[config.mk]
export PLATFORM = sky130hd
export DESIGN_NAME = fetch_exec_ctrl
export DESIGN_NICKNAME = d
export VERILOG_FILES = /design/src/rtl/fec_pkg.sv /design/src/rtl/fec_out_decode.sv /design/src/rtl/fetch_exec_ctrl.sv
export SDC_FILE = /design/constraint.sdc
export NUM_CORES = 1
export LEC_CHECK = 0
export BUFFER_PORTS_ARGS = -buffer_cell sky130_fd_sc_hd__buf_2
export CAP_MARGIN = 10
export CORE_AREA = 2 2 39 41
export CTS_CLUSTER_DIAMETER = 60
export CTS_CLUSTER_SIZE = 24
export DETAILED_ROUTE_END_ITERATION = 8
export DIE_AREA = 0 0 41 43
export PLACE_DENSITY = 0.75
export SLEW_MARGIN = 10
export SYNTH_ARGS = -nofsm -noshare
export SYNTH_HDL_FRONTEND = slang
export SYNTH_SLANG_ARGS = --single-unit
[constraint.sdc]
create_clock -name clk -period 2.8 [get_ports clk]
set_clock_uncertainty 0.2 [all_clocks]
set_input_delay 0.42 -clock clk [delete_from_list [all_inputs] [get_ports clk]]
set_output_delay 0.42 -clock clk [all_outputs]
set_load 0.02 [all_outputs]
[src/rtl/fec_pkg.sv]
// fec_pkg: shared types and encodings for fetch_exec_ctrl (LDR/STR states exist only with FEC_LDST_EN)
package fec_pkg;
  localparam bit LDST_EN =
`ifdef FEC_LDST_EN
    1'b1;
`else
    1'b0;
`endif
  typedef enum logic [4:0] {
    S_RST,
    S_IF1,
    S_IF2,
    S_UPDATE_PC,
    S_DECODE,
    S_WRITE_IMM,
    S_GET_A,
    S_GET_B,
    S_CALC,
    S_WRITE_REG,
    S_HALT
`ifdef FEC_LDST_EN
    ,
    S_CALC_ADDR,
    S_LOAD_ADDR,
    S_MEM_RD,
    S_WB_MEM,
    S_GET_B_RD,
    S_PASS_B,
    S_MEM_WR
`endif
  } state_t;
  localparam logic [2:0] OPC_MOV  = 3'b110;
  localparam logic [2:0] OPC_ALU  = 3'b101;
  localparam logic [2:0] OPC_LDR  = 3'b011;
  localparam logic [2:0] OPC_STR  = 3'b100;
  localparam logic [2:0] OPC_HALT = 3'b111;
  localparam logic [1:0] OP_ADD     = 2'b00;
  localparam logic [1:0] OP_CMP     = 2'b01;
  localparam logic [1:0] OP_AND     = 2'b10;
  localparam logic [1:0] OP_MVN     = 2'b11;
  localparam logic [1:0] OP_MOV_IMM = 2'b10;
  localparam logic [1:0] OP_MOV_REG = 2'b00;
  localparam logic [1:0] MEM_NONE  = 2'b00;
  localparam logic [1:0] MEM_READ  = 2'b01;
  localparam logic [1:0] MEM_WRITE = 2'b10;
  localparam logic [2:0] NSEL_RN = 3'b100;
  localparam logic [2:0] NSEL_RD = 3'b010;
  localparam logic [2:0] NSEL_RM = 3'b001;
  localparam logic [1:0] VSEL_MDATA  = 2'b00;
  localparam logic [1:0] VSEL_SXIMM8 = 2'b01;
  localparam logic [1:0] VSEL_PC     = 2'b10;
  localparam logic [1:0] VSEL_C      = 2'b11;
  typedef struct packed {
    logic [2:0] nsel;
    logic [1:0] vsel;
    logic       write;
    logic       loada;
    logic       loadb;
    logic       loadc;
    logic       loads;
    logic       asel;
    logic       bsel;
    logic       load_ir;
    logic       load_pc;
    logic       reset_pc;
    logic       load_addr;
    logic       addr_sel;
    logic [1:0] mem_cmd;
    logic       halted;
  } ctrl_t;
  // MOV reg and MVN pass B through the ALU with A forced to zero
  function automatic logic a_zero_op(input logic [2:0] opc, input logic [1:0] o);
    return (opc == OPC_MOV && o == OP_MOV_REG) || (opc == OPC_ALU && o == OP_MVN);
  endfunction
endpackage

[src/rtl/fec_out_decode.sv]
// fec_out_decode: state to datapath control word (FEC_LDST_EN adds load/store states)
module fec_out_decode
  import fec_pkg::*;
(
  input  state_t state_i,
  input  logic   a_zero_i,
  input  logic   cmp_i,
  output ctrl_t  ctrl_o
);
  // Every state starts from an all-idle word; without load/store the address always comes from PC
  always_comb begin
    ctrl_o = '0;
    ctrl_o.addr_sel = !LDST_EN;
    case (state_i)
      S_RST: begin
        ctrl_o.reset_pc = 1'b1;
        ctrl_o.load_pc = 1'b1;
      end
      S_IF1: begin
        ctrl_o.addr_sel = 1'b1;
        ctrl_o.mem_cmd = MEM_READ;
      end
      S_IF2: begin
        ctrl_o.addr_sel = 1'b1;
        ctrl_o.mem_cmd = MEM_READ;
        ctrl_o.load_ir = 1'b1;
      end
      S_UPDATE_PC: ctrl_o.load_pc = 1'b1;
      S_WRITE_IMM: begin
        ctrl_o.nsel = NSEL_RN;
        ctrl_o.vsel = VSEL_SXIMM8;
        ctrl_o.write = 1'b1;
      end
      S_GET_A: begin
        ctrl_o.nsel = NSEL_RN;
        ctrl_o.loada = 1'b1;
      end
      S_GET_B: begin
        ctrl_o.nsel = NSEL_RM;
        ctrl_o.loadb = 1'b1;
      end
      S_CALC: begin
        ctrl_o.asel = a_zero_i;
        ctrl_o.loadc = !cmp_i;
        ctrl_o.loads = cmp_i;
      end
      S_WRITE_REG: begin
        ctrl_o.nsel = NSEL_RD;
        ctrl_o.vsel = VSEL_C;
        ctrl_o.write = 1'b1;
      end
`ifdef FEC_LDST_EN
      S_CALC_ADDR: begin
        ctrl_o.bsel = 1'b1;
        ctrl_o.loadc = 1'b1;
      end
      S_LOAD_ADDR: ctrl_o.load_addr = 1'b1;
      S_MEM_RD: ctrl_o.mem_cmd = MEM_READ;
      S_WB_MEM: begin
        ctrl_o.mem_cmd = MEM_READ;
        ctrl_o.nsel = NSEL_RD;
        ctrl_o.vsel = VSEL_MDATA;
        ctrl_o.write = 1'b1;
      end
      S_GET_B_RD: begin
        ctrl_o.nsel = NSEL_RD;
        ctrl_o.loadb = 1'b1;
      end
      S_PASS_B: begin
        ctrl_o.asel = 1'b1;
        ctrl_o.loadc = 1'b1;
      end
      S_MEM_WR: ctrl_o.mem_cmd = MEM_WRITE;
`endif
      S_HALT: ctrl_o.halted = 1'b1;
      default: ;
    endcase
  end
endmodule

[src/rtl/fetch_exec_ctrl.sv]
// fetch_exec_ctrl: multi-cycle fetch/decode/execute sequencer; FEC_LDST_EN enables LDR/STR
module fetch_exec_ctrl
  import fec_pkg::*;
(
  input  logic       clk,
  input  logic       reset,
  input  logic [2:0] opcode,
  input  logic [1:0] op,
  output logic [2:0] nsel,
  output logic [1:0] vsel,
  output logic       write,
  output logic       loada,
  output logic       loadb,
  output logic       loadc,
  output logic       loads,
  output logic       asel,
  output logic       bsel,
  output logic       load_ir,
  output logic       load_pc,
  output logic       reset_pc,
  output logic       load_addr,
  output logic       addr_sel,
  output logic [1:0] mem_cmd,
  output logic       halted
);
  state_t state_q, state_d;
  logic a_zero_q, a_zero_d, cmp_q, cmp_d;
  ctrl_t ctrl;
  // Next state; CALC's flavour is latched at DECODE so outputs depend on state registers only
  always_comb begin
    state_d = state_q;
    a_zero_d = a_zero_q;
    cmp_d = cmp_q;
    case (state_q)
      S_RST: state_d = S_IF1;
      S_IF1: state_d = S_IF2;
      S_IF2: state_d = S_UPDATE_PC;
      S_UPDATE_PC: state_d = S_DECODE;
      S_DECODE: begin
        a_zero_d = a_zero_op(opcode, op);
        cmp_d = opcode == OPC_ALU && op == OP_CMP;
        case (opcode)
          OPC_MOV: state_d = op == OP_MOV_IMM ? S_WRITE_IMM : op == OP_MOV_REG ? S_GET_B : S_IF1;
          OPC_ALU: state_d = op == OP_MVN ? S_GET_B : S_GET_A;
`ifdef FEC_LDST_EN
          OPC_LDR, OPC_STR: state_d = S_GET_A;
`endif
          OPC_HALT: state_d = S_HALT;
          default: state_d = S_IF1;
        endcase
      end
`ifdef FEC_LDST_EN
      S_GET_A: state_d = opcode == OPC_ALU ? S_GET_B : S_CALC_ADDR;
      S_CALC_ADDR: state_d = S_LOAD_ADDR;
      S_LOAD_ADDR: state_d = opcode == OPC_LDR ? S_MEM_RD : S_GET_B_RD;
      S_MEM_RD: state_d = S_WB_MEM;
      S_WB_MEM: state_d = S_IF1;
      S_GET_B_RD: state_d = S_PASS_B;
      S_PASS_B: state_d = S_MEM_WR;
      S_MEM_WR: state_d = S_IF1;
`else
      S_GET_A: state_d = S_GET_B;
`endif
      S_GET_B: state_d = S_CALC;
      S_CALC: state_d = cmp_q ? S_IF1 : S_WRITE_REG;
      S_WRITE_IMM, S_WRITE_REG: state_d = S_IF1;
      S_HALT: state_d = S_HALT;
      default: state_d = S_RST;
    endcase
  end
  // State register; reset wins in every state, including mid-memory-write
  always_ff @(posedge clk) begin
    if (reset) begin
      state_q <= S_RST;
      a_zero_q <= 1'b0;
      cmp_q <= 1'b0;
    end else begin
      state_q <= state_d;
      a_zero_q <= a_zero_d;
      cmp_q <= cmp_d;
    end
  end
  fec_out_decode u_dec (
    .state_i (state_q),
    .a_zero_i(a_zero_q),
    .cmp_i   (cmp_q),
    .ctrl_o  (ctrl)
  );
  assign nsel = ctrl.nsel;
  assign vsel = ctrl.vsel;
  assign write = ctrl.write;
  assign loada = ctrl.loada;
  assign loadb = ctrl.loadb;
  assign loadc = ctrl.loadc;
  assign loads = ctrl.loads;
  assign asel = ctrl.asel;
  assign bsel = ctrl.bsel;
  assign load_ir = ctrl.load_ir;
  assign load_pc = ctrl.load_pc;
  assign reset_pc = ctrl.reset_pc;
  assign load_addr = ctrl.load_addr;
  assign addr_sel = ctrl.addr_sel;
  assign mem_cmd = ctrl.mem_cmd;
  assign halted = ctrl.halted;
endmodule

Word level (Yosys, flattened, before mapping)
Index checks and enable logic that the tools add are counted.

Add/subtract/negate cells: 0. Divide/modulo/power cells: 0. Bitwise logic cells: 0. Multipliers: 0. Eq/ne operators: 16. Muxes and demuxes: 16. Shifts and indexed selects: 0. Magnitude comparators: 0. Reductions and logical operators: 11.

Operator list (number): $pmux W4 S9 (1); $eq A5 B3 Y1 const B (4); $eq A5 B4 Y1 const B (3); $pmux W4 S3 (1); $eq A5 B2 Y1 const B (2); $eq A3 B3 Y1 const B (3); $mux W3 (3); $pmux W3 S3 (1); $mux W1 (8); $pmux W3 S2 (1); $reduce_or A2 Y1 (3); $eq A5 B1 Y1 const B (1); $logic_not A5 Y1 (1); $eq A2 B2 Y1 const B (2); $mux W4 (1); $logic_and A1 B1 Y1 (3); $reduce_or A3 Y1 (1); $eq A2 B1 Y1 const B (1); $logic_not A2 Y1 (1); $logic_not A1 Y1 (1); $logic_or A1 B1 Y1 (1).

RAM bits: 0. Word-level logic and storage cells: 46. Bits in read-only memories: 0. Memories: 0. Register bits after elaboration: 7. Latch bits: 0.

Logic depth before layout (Yosys ltp)
Depth after elaboration: 5. Gate-level depth with buffers: 4. Mapped depth without buffers: 3.

By module
Synthesis repeated with hierarchy kept, for this count alone.

Cells, all modules: 82. Area total of the unflattened synthesis: 641.9 um2.

By module, submodules not included: fetch_exec_ctrl (cells an instance 50, area an instance 420.4 um2, instances 1); fec_out_decode (cells an instance 32, area an instance 221.5 um2, instances 1).

Least setup slack after synthesis
No wires, ideal clock.

Path kind: reg2out. Start point: reg state_q[1]. End point: out load_pc. Path buffers: 0. Path slack: 0.926 ns. Arrival: 1.254 ns. Stages on the path, launching flop included: 4. Cell sequence: dfxtp_1 > nand2b_1 > and2_1 > nor3b_1.

Cells in the longest elaborated chain, start to end: 3. Elaborated cells between the ends (all ways): 4. Classes of those cells: eq/ne: 1; mux: 1; reduce/logical: 2.

RTL lines: start, declared (RTL line fetch_exec_ctrl.sv:26) `state_t state_q, state_d;`; start signal, assigned (RTL line fetch_exec_ctrl.sv:78) `state_q <= state_d;`; $eq A5 B2 Y1 or $logic_not A5 Y1 (tied branches) (RTL line fec_out_decode.sv:14) `case (state_i)`; $reduce_or A2 Y1 (no source line) (*); $mux W1 (*) (RTL line fec_out_decode.sv:14); end, declared (RTL line fetch_exec_ctrl.sv:19) `output logic load_pc,`.

Mark *: on every way between the ends. The rest lies on a longest branch, timed or not.

Worst setup path after layout
Start point: reg state_q[0]. End point: out load_pc.

The elaborated chain is that of the path after synthesis.

==> insert_results.sql <==
INSERT INTO impl_metrics (metric_group, metric, value, unit) VALUES
('clock_network', 'cts.reportedPaths.clkPinSlew', '0.05', 'ns'),
('logic_synthesis', 'synth_largest_area_cell', 'dfxtp_1', ''),
('placement', 'port_buffers', '22', ''),
('logic_synthesis', 'synth_common_cells', 'nor2_1 (8), buf_4 (7), nand2_1 (7)', ''),
('timing', 'worst_slew_pin_slew', '0.508', 'ns'),
('worst_setup_path', 'worst-path-buf-inv', '1', ''),
('finish', 'antenna_cells_inserted', '0', ''),
('global_routing', 'globalRouteMet2Util', '0.253', ''),
('placement', 'dpl.cell_count', '108', ''),
('logic_synthesis', 'synth-seq-area-share', '0.207', ''),
('min_path', 'timing.hold.worst.class', 'in2reg', ''),
('clock_network', 'hold_buffers', '0', ''),
('global_routing', 'grt_overflow', '0', ''),
('global_routing', 'grt_use_met1', '0.167', ''),
('placement', 'post_dp_hpwl', '935', 'um'),
('worst_setup_path', 'critPathKind', 'reg2out', ''),
('worst_setup_path', 'slowest_stage', 'dfxtp_1', ''),
('timing', 'hold_violations', '0', ''),
('timing', 'postLayoutSetupSlackWorst', '0.558', 'ns'),
('logic_synthesis', 'yosys_warnings', '0', ''),
('routing', 'remaining_drc_errors', '0', ''),
('worst_setup_path', 'worstPathMaxFanout', '15', ''),
('logic_synthesis', 'synthDominantCellAreaShare', '0.207', ''),
('global_routing', 'global_route.usage.met3', '0.0471', ''),
('global_routing', 'antenna_found_initial', '0', ''),
('floorplan', 'io-pin-count', '27', ''),
('worst_setup_path', 'timing.critical_path.max_delay_family', 'flip-flops', ''),
('timing', 'rsz0062_at_grt', 'false', ''),
('global_routing', 'first_global_vias', '482', ''),
('power_and_ir_drop', 'static-leakage-power', '0.324', 'nW'),
('finish', 'flow.area_growth_from_synthesis', '15.9', '%'),
('timing', 'period_share', '0.801', ''),
('clock_network', 'post_cts_buffers', '0', ''),
('floorplan', 'initial_core_util', '0.420', ''),
('finish', 'fraction_of_layout_instances_using_a_drive_strength_above_1', '0.295', ''),
('timing', 'slew-limit-headroom', '0.661', ''),
('logic_synthesis', 'ys.flop_type', 'dfxtp_1', ''),
('logic_synthesis', 'ys_top_cells_by_area', 'dfxtp_1 (21%), buf_4 (9.1%), nor2_1 (5.2%)', ''),
('placement', 'dp_worst_setup_slack', '0.829', 'ns'),
('floorplan', 'die-height', '43', 'um'),
('floorplan', 'die-width', '41', 'um'),
('timing', 'fmaxAchievable', '0.446', 'GHz'),
('power_and_ir_drop', 'design_power_total', '251', 'uW'),
('run_status', 'run_status', 'completed', ''),
('worst_setup_path', 'cp_data_required_time', '2.18', 'ns'),
('logic_synthesis', 'synth_area', '581', 'um^2'),
('routing', 'finalWirelength', '1270', 'um'),
('logic_synthesis', 'postSynthCellCount', '78', ''),
('finish', 'nNetsFinal', '104', ''),
('power_and_ir_drop', 'power.density', '373', 'mW/mm^2'),
('routing', 'dr_total_vias', '602', ''),
('timing', 'finalSetupViolCount', '0', ''),
('global_routing', 'busiest_layer', 'met2', ''),
('global_routing', 'groute.usage.overall', '0.155', ''),
('routing', 'drt-initial-drc-count', '7', ''),
('global_routing', 'grt_start_max_net_pins', '17', ''),
('finish', 'final_cells', '111', ''),
('run', 'max_cap_viol_count', '0', ''),
('floorplan', 'fp-row-count', '14', ''),
('routing', 'number_of_antenna_violating_nets_in_the_routed_design', '0', ''),
('timing', 'finalSetupTns', '0', 'ns'),
('worst_setup_path', 'timing.critical_path.cells', 'nand2b_1 -> and2_1 -> nor3b_1 -> buf_2', ''),
('worst_setup_path', 'worst_setup_path_start_kind', 'flip-flop', ''),
('clock_network', 'cts_bufs_inserted', '3', ''),
('global_routing', 'grt_pass1_wl', '1870', 'um'),
('logic_synthesis', 'synth_cell_types', '34', ''),
('clock_network', 'clock_sink_count', '6', ''),
('logic_synthesis', 'avgSynthCellArea', '7.44', 'um^2'),
('logic_synthesis', 'synth_edf_count', '0', ''),
('power_and_ir_drop', 'max-vdd-ir-drop', '0.180', 'mV'),
('logic_synthesis', 'synth-seq-cells', '6', '');
[registers in the layout, summed over array words and instances, names as in the netlist]
name	count
a_zero_q	1
cmp_q	1
state_q	4
[cell families after synthesis]
family | share of synthesized area
AND/OR/NAND/NOR | 0.448
AO/OA/AOI/OAI | 0.187
buffers and inverters | 0.129
flip-flops | 0.207
other | 0.0129
XOR/XNOR | 0.0151
[final cells by class]
type,count,area [um^2]
tap,16,20.0
timing repair buffer,22,110
clock buffer,3,22.5
inverter,2,7.51
fill,156,711
sequential,6,120
multi-input combinational,62,393
[cells in the final DEF (no fill, tap or decap), types with 2 or more instances in the layout]
cell type / instances
conb_1: 4
nor3_1: 2
nand4_1: 2
a21o_1: 3
a21oi_1: 3
nor3b_1: 2
nor2_1: 8
nor4b_1: 2
a31oi_1: 3
nor2b_1: 2
nand2b_1: 4
and3b_1: 3
nand2_1: 7
dfxtp_1: 6
clkbuf_4: 3
buf_2: 22
inv_1: 2
[metal layers]
| layer | wire, um | up-vias |
|---|---|---|
| met5 | 0 | - |
| met4 | 15 | 0 |
| met3 | 48 | 2 |
| met2 | 629 | 17 |
| met1 | 574 | 277 |
| li1 | - | 306 |
[metrics by stage]
step                      utilization  instance area, um^2
after CTS                       0.486                  673
final                           0.486                  673
after detailed placement        0.470                  651
after global routing            0.486                  673
after global placement          0.470                  651
after floorplan                     -                  588
[worst paths after layout]
path                            startpoint    endpoint  slack [ns]  cells past startpoint
worst max-delay path            state_q[0]     load_pc        0.56                      4
worst min-delay path                 reset  state_q[2]        0.21                      2
worst max register to register  state_q[2]  state_q[1]        1.08                      3
worst min register to register    a_zero_q    a_zero_q        0.26                      2
[power breakdown]
part | leakage [nW] | internal [mW] | switching [mW] | total [mW]
combinational | 0.261 | 0.0267 | 0.0398 | 0.0665
clock | 0.0138 | 0.0487 | 0.0341 | 0.0828
sequential | 0.0489 | 0.0891 | 0.0128 | 0.102
total | 0.324 | 0.164 | 0.0867 | 0.251
Note: power is estimated with default switching activity, not from simulation.
